$ cat src/rtl/uart_pkg.sv
// rtl/uart_pkg.sv - shared UART receive types and rd_data field positions
package uart_pkg;

  typedef enum logic [2:0] {
    RX_IDLE,
    RX_START,
    RX_DATA,
    RX_PARITY,
    RX_STOP,
    RX_WAIT_IDLE
  } rx_state_e;

  // Status bit positions in the 12-bit received word (also used by the RX FIFO)
  localparam int RXW_PERR  = 8;
  localparam int RXW_FERR  = 9;
  localparam int RXW_BRK   = 10;
  localparam int RXW_NOISE = 11;

  // Data-length encodings
  localparam logic [1:0] DBITS_5 = 2'b00;
  localparam logic [1:0] DBITS_6 = 2'b01;
  localparam logic [1:0] DBITS_7 = 2'b10;
  localparam logic [1:0] DBITS_8 = 2'b11;

  // Index of the last data bit for a given length encoding (4..7)
  function automatic logic [2:0] last_bit_idx(input logic [1:0] len);
    return 3'd4 + {1'b0, len};
  endfunction

endpackage

$ cat src/rtl/uart_rx_sync.sv
// rtl/uart_rx_sync.sv - RX line synchroniser with 3-sample majority vote
module uart_rx_sync
  import uart_pkg::*;
#(
  parameter int SYNC_STAGES = 2
) (
  input  logic clk_i,
  input  logic rst_ni,
  input  logic rx_i,
  input  logic sample_i,
  output logic line_o,
  output logic vote_o,
  output logic noise_o
);

  logic [SYNC_STAGES-1:0] sync_q;
  logic [1:0]             samples_q;
  logic                   s0, s1, s2;

  // Metastability chain; resets to the idle (high) line level
  always_ff @(posedge clk_i or negedge rst_ni) begin
    if (!rst_ni) begin
      sync_q <= '1;
    end else begin
      sync_q <= {sync_q[SYNC_STAGES-2:0], rx_i};
    end
  end

  assign line_o = sync_q[SYNC_STAGES-1];

  // Holds the first two mid-bit samples; the third is the live line so the
  // vote is ready in the same cycle as the last sampling tick
  always_ff @(posedge clk_i or negedge rst_ni) begin
    if (!rst_ni) begin
      samples_q <= 2'b11;
    end else if (sample_i) begin
      samples_q <= {samples_q[0], line_o};
    end
  end

  assign s0 = samples_q[1];
  assign s1 = samples_q[0];
  assign s2 = line_o;

  assign vote_o  = (s0 & s1) | (s0 & s2) | (s1 & s2);
  assign noise_o = ~((s0 == s1) && (s1 == s2));

endmodule

$ cat src/rtl/uart_rx_deframer.sv
// rtl/uart_rx_deframer.sv - UART receive FSM producing status-plus-data words
module uart_rx_deframer
  import uart_pkg::*;
#(
  parameter int OVERSAMPLE  = 16,
  parameter int SYNC_STAGES = 2
) (
  input  logic        clk_i,
  input  logic        rst_ni,
  input  logic        rx_en_i,
  input  logic        baud_tick_i,
  input  logic        rx_i,
  input  logic [1:0]  data_bits_i,
  input  logic        parity_en_i,
  input  logic        parity_odd_i,
  input  logic        stop2_i,
  output logic [11:0] rd_data_o,
  output logic        done_flag_o,
  output logic        busy_o
);

  localparam int TICK_W = $clog2(OVERSAMPLE);
  localparam logic [TICK_W-1:0] TICK_MID_LO = TICK_W'(OVERSAMPLE / 2 - 1);
  localparam logic [TICK_W-1:0] TICK_MID    = TICK_W'(OVERSAMPLE / 2);
  localparam logic [TICK_W-1:0] TICK_MID_HI = TICK_W'(OVERSAMPLE / 2 + 1);
  localparam logic [TICK_W-1:0] TICK_LAST   = TICK_W'(OVERSAMPLE - 1);

  rx_state_e         state_q, state_d;
  logic [TICK_W-1:0] tick_cnt_q;
  logic [2:0]        bit_cnt_q;
  logic              stop_cnt_q;
  logic [1:0]        data_bits_q;
  logic              parity_en_q, parity_odd_q, stop2_q;
  logic [7:0]        shreg_q;
  logic              perr_q, ferr_q, noise_q, all_zero_q;
  logic [11:0]       rd_data_q;
  logic              done_q;
  logic              line_q;

  logic line, vote, sample_noise;
  logic in_frame, sample_tick, mid_tick, end_tick, fall;
  logic frame_start, emit, is_break;
  logic [11:0] word;

  assign in_frame = (state_q == RX_START) || (state_q == RX_DATA) ||
                    (state_q == RX_PARITY) || (state_q == RX_STOP);
  assign sample_tick = baud_tick_i && in_frame &&
                       ((tick_cnt_q == TICK_MID_LO) || (tick_cnt_q == TICK_MID) ||
                        (tick_cnt_q == TICK_MID_HI));
  assign mid_tick = baud_tick_i && in_frame && (tick_cnt_q == TICK_MID_HI);
  assign end_tick = baud_tick_i && (tick_cnt_q == TICK_LAST);
  assign fall     = line_q & ~line;

  uart_rx_sync #(
    .SYNC_STAGES(SYNC_STAGES)
  ) u_sync (
    .clk_i   (clk_i),
    .rst_ni  (rst_ni),
    .rx_i    (rx_i),
    .sample_i(sample_tick),
    .line_o  (line),
    .vote_o  (vote),
    .noise_o (sample_noise)
  );

  // A break is an all-zero frame up to and including stop bit 1
  assign is_break = (state_q == RX_STOP) && !stop_cnt_q && all_zero_q && !vote;

  // Word assembled from the frame flags plus the vote taken this cycle
  always_comb begin
    word = '0;
    word[RXW_NOISE] = noise_q | sample_noise;
    word[RXW_PERR]  = perr_q;
    if (is_break) begin
      word[RXW_BRK]  = 1'b1;
      word[RXW_FERR] = 1'b1;
    end else begin
      word[RXW_FERR] = ferr_q | ~vote;
      word[7:0]      = shreg_q;
    end
  end

  // State register
  always_ff @(posedge clk_i or negedge rst_ni) begin
    if (!rst_ni) begin
      state_q <= RX_IDLE;
    end else begin
      state_q <= state_d;
    end
  end

  // Next-state logic and frame control strobes
  always_comb begin
    state_d     = state_q;
    frame_start = 1'b0;
    emit        = 1'b0;
    if (!rx_en_i) begin
      state_d = RX_IDLE;
    end else begin
      case (state_q)
        RX_IDLE: begin
          if (fall) begin
            state_d     = RX_START;
            frame_start = 1'b1;
          end
        end
        RX_START: begin
          if (mid_tick && vote) begin
            state_d = RX_IDLE;
          end else if (end_tick) begin
            state_d = RX_DATA;
          end
        end
        RX_DATA: begin
          if (end_tick && (bit_cnt_q == last_bit_idx(data_bits_q))) begin
            state_d = parity_en_q ? RX_PARITY : RX_STOP;
          end
        end
        RX_PARITY: begin
          if (end_tick) begin
            state_d = RX_STOP;
          end
        end
        RX_STOP: begin
          if (mid_tick) begin
            if (is_break) begin
              emit    = 1'b1;
              state_d = RX_WAIT_IDLE;
            end else if (!stop2_q || stop_cnt_q) begin
              emit    = 1'b1;
              state_d = RX_IDLE;
            end
          end
        end
        RX_WAIT_IDLE: begin
          if (line) begin
            state_d = RX_IDLE;
          end
        end
        default: state_d = RX_IDLE;
      endcase
    end
  end

  // Tick/bit counters, latched frame config, shift register and frame flags
  always_ff @(posedge clk_i or negedge rst_ni) begin
    if (!rst_ni) begin
      tick_cnt_q   <= '0;
      bit_cnt_q    <= '0;
      stop_cnt_q   <= 1'b0;
      data_bits_q  <= DBITS_8;
      parity_en_q  <= 1'b0;
      parity_odd_q <= 1'b0;
      stop2_q      <= 1'b0;
      shreg_q      <= '0;
      perr_q       <= 1'b0;
      ferr_q       <= 1'b0;
      noise_q      <= 1'b0;
      all_zero_q   <= 1'b1;
      line_q       <= 1'b1;
    end else begin
      line_q <= line;
      if (!in_frame) begin
        tick_cnt_q <= '0;
      end else if (baud_tick_i) begin
        tick_cnt_q <= (tick_cnt_q == TICK_LAST) ? '0 : tick_cnt_q + 1'b1;
      end

      if (frame_start) begin
        bit_cnt_q    <= '0;
        stop_cnt_q   <= 1'b0;
        data_bits_q  <= data_bits_i;
        parity_en_q  <= parity_en_i;
        parity_odd_q <= parity_odd_i;
        stop2_q      <= stop2_i;
        shreg_q      <= '0;
        perr_q       <= 1'b0;
        ferr_q       <= 1'b0;
        noise_q      <= 1'b0;
        all_zero_q   <= 1'b1;
      end else begin
        if (mid_tick) begin
          noise_q <= noise_q | sample_noise;
        end
        case (state_q)
          RX_DATA: begin
            if (mid_tick) begin
              shreg_q[bit_cnt_q] <= vote;
              all_zero_q         <= all_zero_q & ~vote;
            end
            if (end_tick) begin
              bit_cnt_q <= bit_cnt_q + 3'd1;
            end
          end
          RX_PARITY: begin
            if (mid_tick) begin
              perr_q     <= (^shreg_q) ^ vote ^ parity_odd_q;
              all_zero_q <= all_zero_q & ~vote;
            end
          end
          RX_STOP: begin
            if (mid_tick && !vote) begin
              ferr_q <= 1'b1;
            end
            if (end_tick) begin
              stop_cnt_q <= 1'b1;
            end
          end
          default: ;
        endcase
      end
    end
  end

  // Output word and single-cycle done pulse
  always_ff @(posedge clk_i or negedge rst_ni) begin
    if (!rst_ni) begin
      rd_data_q <= '0;
      done_q    <= 1'b0;
    end else begin
      done_q <= emit;
      if (emit) begin
        rd_data_q <= word;
      end
    end
  end

  assign rd_data_o   = rd_data_q;
  assign done_flag_o = done_q;
  assign busy_o      = (state_q != RX_IDLE);

endmodule

$ cat config.mk
export PLATFORM = sky130hd
export DESIGN_NAME = uart_rx_deframer
export DESIGN_NICKNAME = d
export VERILOG_FILES = /design/src/rtl/uart_pkg.sv /design/src/rtl/uart_rx_sync.sv /design/src/rtl/uart_rx_deframer.sv
export SDC_FILE = /design/constraint.sdc
export NUM_CORES = 1
export LEC_CHECK = 0
export CORE_ASPECT_RATIO = 0.9
export CORE_UTILIZATION = 45
export CTS_CLUSTER_SIZE = 8
export DETAILED_ROUTE_END_ITERATION = 8
export PLACE_DENSITY = 0.66
export SLEW_MARGIN = 20
export SYNTH_ARGS = -nofsm -noshare
export SYNTH_HDL_FRONTEND = slang
export SYNTH_HIERARCHICAL = 1
export SYNTH_SLANG_ARGS = --single-unit
$ cat constraint.sdc
create_clock -name clk_i -period 2.85 [get_ports clk_i]
set_input_delay 0.57 -clock clk_i [delete_from_list [all_inputs] [get_ports clk_i]]
set_output_delay 0.57 -clock clk_i [all_outputs]
set_load 0.005 [all_outputs]
==> results of run 1 <==
-- area by class of cell --
class	count	area (sq um)
inverters	9	33.8
well taps	65	81.3
multi-input cells	158	1130
flip-flops and latches	46	1160
clock buffers	6	82.6
clock inverters	2	12.5
fillers	454	2230
repair buffers	27	255
-- metal layers --
metal,routed length [um],vias up,global-route usage
met4,37,0,0.0545
met3,210,4,0.0548
met2,2150,35,0.289
met1,2370,818,0.261
li1,-,836,-
met5,0,-,0
-- worst min path at each step --
stage,startpoint,endpoint,slack (ns),cells past startpoint
finish,rst_ni,stop2_q$_DFFE_PN0P_,0.26,1
global route,rst_ni,rd_data_o[6]$_DFFE_PN0P_,0.29,1
detailed placement,u_sync/sync_q[0]$_DFF_PN1_,u_sync/sync_q[1]$_DFF_PN1_,0.35,0
global placement,u_sync/sync_q[0]$_DFF_PN1_,u_sync/sync_q[1]$_DFF_PN1_,0.35,0
floorplan,rst_ni,bit_cnt_q[0]$_DFFE_PN0P_,0.27,0
CTS,rst_ni,state_q[2]$_DFFE_PN0P_,0.28,1
-- per-stage QoR --
step | power [mW] | cell area (sq um) | hold slack, ns | util | cells
final | 1.60 | 2760 | 0.258 | 0.553 | 313
after global routing | 1.69 | 2760 | 0.290 | 0.553 | 313
after CTS | 1.62 | 2760 | 0.275 | 0.553 | 313
after detailed placement | 1.20 | 2660 | 0.351 | 0.534 | 305
after global placement | 1.20 | 2660 | 0.346 | 0.534 | 305
after floorplan | 1.09 | 2400 | 0.274 | - | 227
-- critical path: cells and delay by family (launching register included) --
family                   cells  cell delay, ns
AO/OA/AOI/OAI                2            0.88
multiplexers                 1            0.38
flip-flops                   1            0.41
adder cells (fa/ha/maj)      1            0.21
AND/OR/NAND/NOR              1            0.36
-- cells by family after synthesis --
| kind of cell | Yosys count | share of synthesized area |
|---|---|---|
| and+or+nand+nor | 76 | 0.174 |
| DFF | 46 | 0.484 |
| AOI/OAI and AO/OA | 44 | 0.135 |
| buffers and inverters | 23 | 0.0453 |
| muxes | 18 | 0.0797 |
| xor gates and xnor gates | 14 | 0.0511 |
| adders and majority gates | 6 | 0.0313 |
-- power groups by stage --
stage	Combinational, mW	Clock (mW)	Sequential [mW]
finish	0.386	0.416	0.799
global route	0.428	0.455	0.809
CTS	0.387	0.431	0.799
detailed placement	0.386	0	0.812
global placement	0.387	0	0.808
floorplan	0.308	0	0.778
-- cells in the final DEF, fill, tap and decap left out, types with 2 or more instances in the layout --
master           Yosys  routed
dfrtp_1             38      38
nor2_1              24      24
clkdlybuf4s50_1      0      22
nand2_1             14      14
xnor2_1             11      11
inv_1                9       9
o21ai_0              9       9
mux2_2               9       9
mux2i_1              9       9
a21oi_1              9       9
dfstp_2              8       8
nand3_1              6       6
ha_1                 6       6
clkbuf_8             0       6
a31oi_1              4       4
nand3b_1             4       4
a22o_1               4       4
a22o_2               4       4
buf_4                0       4
nor2b_1              3       3
and3_1               3       3
nor3b_1              3       3
nor3_1               3       3
xor2_1               3       3
a21o_1               2       2
or3_1                2       2
nand2b_1             2       2
nand4_1              2       2
-- state kept, by name (all words and copies together), names as in the netlist --
name and flops:
bit_cnt_q 3, stop_cnt_q 1, all_zero_q 1, u_sync/samples_q 2, stop2_q 1, done_flag_o 1
parity_en_q 1, ferr_q 1, line_q 1, noise_q 1, state_q 3, parity_odd_q 1
u_sync/sync_q 2, data_bits_q 2, rd_data_o 12, perr_q 1, tick_cnt_q 4, shreg_q 8
==> results.sh, run 1 <==
export IMPL_synth_seq_area_share=0.484
export IMPL_gr_usage_all_layers=0.189
export IMPL_ys_ff_latch=46
export IMPL_fp_coreArea_sq_um=4980
export IMPL_power_frac_comb=0.241
export IMPL_netlist_instances=227
export IMPL_start_kind="flop"
export IMPL_cellPowerDensity_nw_per_um2=581
export IMPL_worst_setup_path_type="flop to flop"
export IMPL_synth_avg_cell_area_sq_um=10.6
export IMPL_cp_max_fo=15
export IMPL_crit_arrival_ns=2.55
export IMPL_syn_nets=243
export IMPL_p_leak_nw=1.22
export IMPL_place_port_buffers=23
export IMPL_max_cap_violations=0
export IMPL_cts_tree="built"
export IMPL_rsz0062_at_grt="false"
export IMPL_final_antenna_net_count=0
export IMPL_cts_setup_buffers=0
export IMPL_setup_ws_ns=0.495
export IMPL_synthMostInstantiatedCell="dfrtp_1"
export IMPL_crit_end="rd_data_o[8]$_DFFE_PN0P_"
export IMPL_grt_pass1_vias=1678
export IMPL_wl_per_cell_um=15.2
export IMPL_period_share=0.826
export IMPL_vias_per_cell=5.41
export IMPL_r2r_start="u_sync/sync_q[1]$_DFF_PN1_"
export IMPL_r2r_end="rd_data_o[8]$_DFFE_PN0P_"
export IMPL_clk_path_buf_depth=2
export IMPL_yosys_top_cells_area="dfrtp_1 40%, dfstp_2 8.8%, mux2_2 4.2%"
export IMPL_n_antenna_cell=0
export IMPL_async_flop_share=1.00
export IMPL_grt_max_degree=27
export IMPL_finalHoldViolCount=0
export IMPL_synthFlopType="dfrtp_1"
export IMPL_yosys_area_top_type="dfrtp_1"
export IMPL_cpMaxStageDelayCell="a211o_1"
export IMPL_fmax_mhz=425
export IMPL_grt_overflow_total=0
export IMPL_dp_hpwl_um=3310
export IMPL_regToRegSetupSlack_ns=0.50
export IMPL_setup_viol=0
export IMPL_reg2regPathDepth=5
export IMPL_ys_types=52
export IMPL_ys_warn_count=6
export IMPL_htreeDepth=2
export IMPL_clock_sinks=46
export IMPL_antenna_found_initial=0
export IMPL_dr_pass1_iters=4
export IMPL_drc_errors=0
export IMPL_syn_area_sq_um=2400
export IMPL_synth_edff_count=0
export IMPL_ys_top_cells_by_count="38 x dfrtp_1, 24 x nor2_1, 14 x nand2_1, 11 x xnor2_1"
export IMPL_die_height_um=71.3
export IMPL_die_area_sq_um=5630
export IMPL_place_ws_ns=0.266
export IMPL_outcome="finished, final reports clean"
export IMPL_yosysTopAreaCellShare=0.396
export IMPL_cp_startpoint="u_sync/sync_q[1]$_DFF_PN1_"
export IMPL_ios=24
export IMPL_crit_chain="ha_1 > a211o_1 > o311ai_4 > nand3_2 > mux2_2"
export IMPL_clock_latency_ns=0.31
export IMPL_p_sw_uw=495
export IMPL_drive_gt1_frac=0.165
export IMPL_rows=24
export IMPL_final_net_count=263
export IMPL_ir_drop_uv=351
export IMPL_vias=1693
export IMPL_ctsResizeCount=0
export IMPL_setup_tns_ns=0
export IMPL_gp_congestion=0.822
export IMPL_tightest_slew_ns=0.588
export IMPL_initial_core_util=0.482
export IMPL_area_growth_syn_to_layout_pct=14.9
export IMPL_period_needed_ns=2.35
export IMPL_clkPwrFrac=0.260
export IMPL_endpoint_kind="flop"
export IMPL_die_w_um=79.0
export IMPL_clkTransAtPathRegs_ns=0.08
export IMPL_cpPeakStageDelay_ns=0.46
export IMPL_cts_hold_buf=0
export IMPL_drt_first_iter_violations=122
export IMPL_cts_buffers_inserted=5
export IMPL_power_internal_mw=1.11
export IMPL_switching_share=0.309
export IMPL_worstPathRequired_ns=3.05
export IMPL_cts_root_buf="clkbuf_8"
export IMPL_drt_total_wl_um=4770
export IMPL_grt_first_pass_wirelength_um=8050
export IMPL_relSlewSlack=0.608
export IMPL_drv_slew=0
export IMPL_sequentialPowerShare=0.499
export IMPL_worstHoldPathType="primary input to async pin"
export IMPL_fin_skew_ns=0.00970
Note: power is estimated with default switching activity, not from simulation.
==> run 2: changes to the inputs <==
==> constraint.sdc (replaced) <==
create_clock -name clk_i -period 2.35 [get_ports clk_i]
set_input_delay 0.47 -clock clk_i [delete_from_list [all_inputs] [get_ports clk_i]]
set_output_delay 0.47 -clock clk_i [all_outputs]
set_load 0.005 [all_outputs]
==> run 2 against run 1 <==
  * Critical path depth stayed put
  * Design area is 3.4% higher
  * Combinational power is 37% higher
  * Routed wire length is 4.0% higher
  * Hold slack worse by 0.0047 ns
  * Clock-buffer cell count is 1 lower
  * Cell count is 3.2% higher
  * Worst setup slack worse by 0.29 ns
  * Power is 29% higher
==> results.sh, run 2 (same netlist as run 1, synthesis figures left out) <==
export IMPL_tightest_slew_ns=0.579
export IMPL_cellPowerDensity_nw_per_um2=726
export IMPL_relSlewSlack=0.614
export IMPL_regToRegSetupSlack_ns=0.20
export IMPL_layout_common_cells="38 x dfrtp_1, 24 x nor2_1, 22 x clkdlybuf4s50_1, 14 x nand2_1, 14 x buf_4"
export IMPL_final_antenna_net_count=0
export IMPL_grt_pass1_vias=1692
export IMPL_die_area_sq_um=5630
export IMPL_setup_ws_ns=0.204
export IMPL_start_kind="flop"
export IMPL_setup_viol=0
export IMPL_grt_max_degree=47
export IMPL_antenna_found_initial=0
export IMPL_worstPathRequired_ns=2.54
export IMPL_dp_cells=315
export IMPL_place_port_buffers=23
export IMPL_ir_drop_uv=437
export IMPL_max_cap_violations=0
export IMPL_cpMaxStageDelayCell="dfstp_2"
export IMPL_finalPower_mw=2.07
export IMPL_gp_congestion=0.902
export IMPL_drive_gt1_frac=0.198
export IMPL_finalHoldViolCount=0
export IMPL_clock_sinks=46
export IMPL_worst_setup_path_type="flop to flop"
export IMPL_rows=24
export IMPL_fill_cells=456
export IMPL_n_antenna_cell=0
export IMPL_cts_tree="built"
export IMPL_period_needed_ns=2.15
export IMPL_outcome="finished, final reports clean"
export IMPL_reg2regPathDepth=5
export IMPL_drt_first_iter_violations=119
export IMPL_vias=1715
export IMPL_clkTransAtPathRegs_ns=0.09
export IMPL_grt_overflow_total=0
export IMPL_place_ws_ns=0.0535
export IMPL_r2r_start="u_sync/sync_q[1]$_DFF_PN1_"
export IMPL_cpPeakStageDelay_ns=0.41
export IMPL_crit_buf_inv=0
export IMPL_dp_hpwl_um=3490
export IMPL_final_net_count=273
export IMPL_worstHoldPathType="primary input to async pin"
export IMPL_cts_setup_buffers=0
export IMPL_clock_latency_ns=0.30
export IMPL_wl_per_cell_um=15.3
export IMPL_area_growth_syn_to_layout_pct=18.8
export IMPL_setup_tns_ns=0
export IMPL_final_cells=323
export IMPL_crit_chain="ha_1 > a211o_1 > o311ai_4 > nand3_2 > mux2_2"
export IMPL_largest_reg_flops=12
export IMPL_fin_skew_ns=0.00773
export IMPL_vias_per_cell=5.31
export IMPL_htreeDepth=2
export IMPL_drc_errors=0
export IMPL_cts_buffers_inserted=5
export IMPL_drv_slew=0
export IMPL_ios=24
export IMPL_ctsResizeCount=0
export IMPL_period_share=0.913
export IMPL_drt_total_wl_um=4960
export IMPL_cp_depth=5
export IMPL_gr_usage_all_layers=0.195
export IMPL_clk_path_buf_depth=2
export IMPL_crit_arrival_ns=2.33
export IMPL_regArea_sq_um=1160
export IMPL_cts_hold_buf=0
export IMPL_dr_pass1_iters=4
export IMPL_cpLargestDelayFamily="compound AO/OA/AOI/OAI gates"
export IMPL_grt_first_pass_wirelength_um=8340
export IMPL_p_leak_nw=1.27
export IMPL_cp_max_fo=15
export IMPL_die_w_um=79.0
export IMPL_multi_input_area_sq_um=1130
export IMPL_hold_worst_slack_ns=0.253
export IMPL_r2r_end="rd_data_o[8]$_DFFE_PN0P_"
export IMPL_initial_core_util=0.482
export IMPL_endpoint_kind="flop"
export IMPL_layout_commonest_cell="dfrtp_1"
export IMPL_cts_root_buf="clkbuf_8"
export IMPL_rsz0062_at_grt="false"
export IMPL_fp_coreArea_sq_um=4980
export IMPL_fmax_mhz=466
export IMPL_die_height_um=71.3
## run 2: where the power goes
part	internal (mW)	leakage [nW]	switching [mW]
clock	0.317	0.0504	0.282
combinational	0.250	0.622	0.279
sequential	0.876	0.602	0.0647
total	1.44	1.27	0.626
## run 2: area by class of cell
class,count,area share
inverters,9,0.0118
clock inverters,3,0.0158
clock buffers,5,0.0241
repair buffers,37,0.116
flip-flops and latches,46,0.407
multi-input cells,158,0.397
well taps,65,0.0285
## run 2: metrics by stage
step	util	cell area (sq um)
after global routing	0.572	2850
after floorplan	-	2400
after CTS	0.572	2850
final	0.572	2850
after global placement	0.549	2740
after detailed placement	0.549	2740
## run 2: worst max path at each step
stage / to / from
6_report: rd_data_o[8]$_DFFE_PN0P_ / u_sync/sync_q[1]$_DFF_PN1_
3_5_place_dp: state_q[1]$_DFFE_PN0P_ / baud_tick_i
3_3_place_gp: rd_data_o[8]$_DFFE_PN0P_ / baud_tick_i
4_1_cts: rd_data_o[8]$_DFFE_PN0P_ / u_sync/sync_q[1]$_DFF_PN1_
2_1_floorplan: state_q[0]$_DFFE_PN0P_ / u_sync/sync_q[1]$_DFF_PN1_
5_1_grt: rd_data_o[2]$_DFFE_PN0P_ / u_sync/sync_q[1]$_DFF_PN1_
## run 2: worst register-to-register path: cells and delay by family (launching register included)
kind,cells,cell delay [ns]
AO/OA/AOI/OAI,2,0.74
adder cells (fa/ha/maj),1,0.20
flip-flops,1,0.41
multiplexers,1,0.36
AND/OR/NAND/NOR,1,0.33
## run 2: metal layers
metal | track usage | wire length [um] | up-vias
met2 | 0.291 | 2200 | 40
met1 | 0.287 | 2560 | 815
met3 | 0.0344 | 170 | 2
met4 | 0.0667 | 29 | 0
met5 | 0 | 0 | -
li1 | - | - | 858
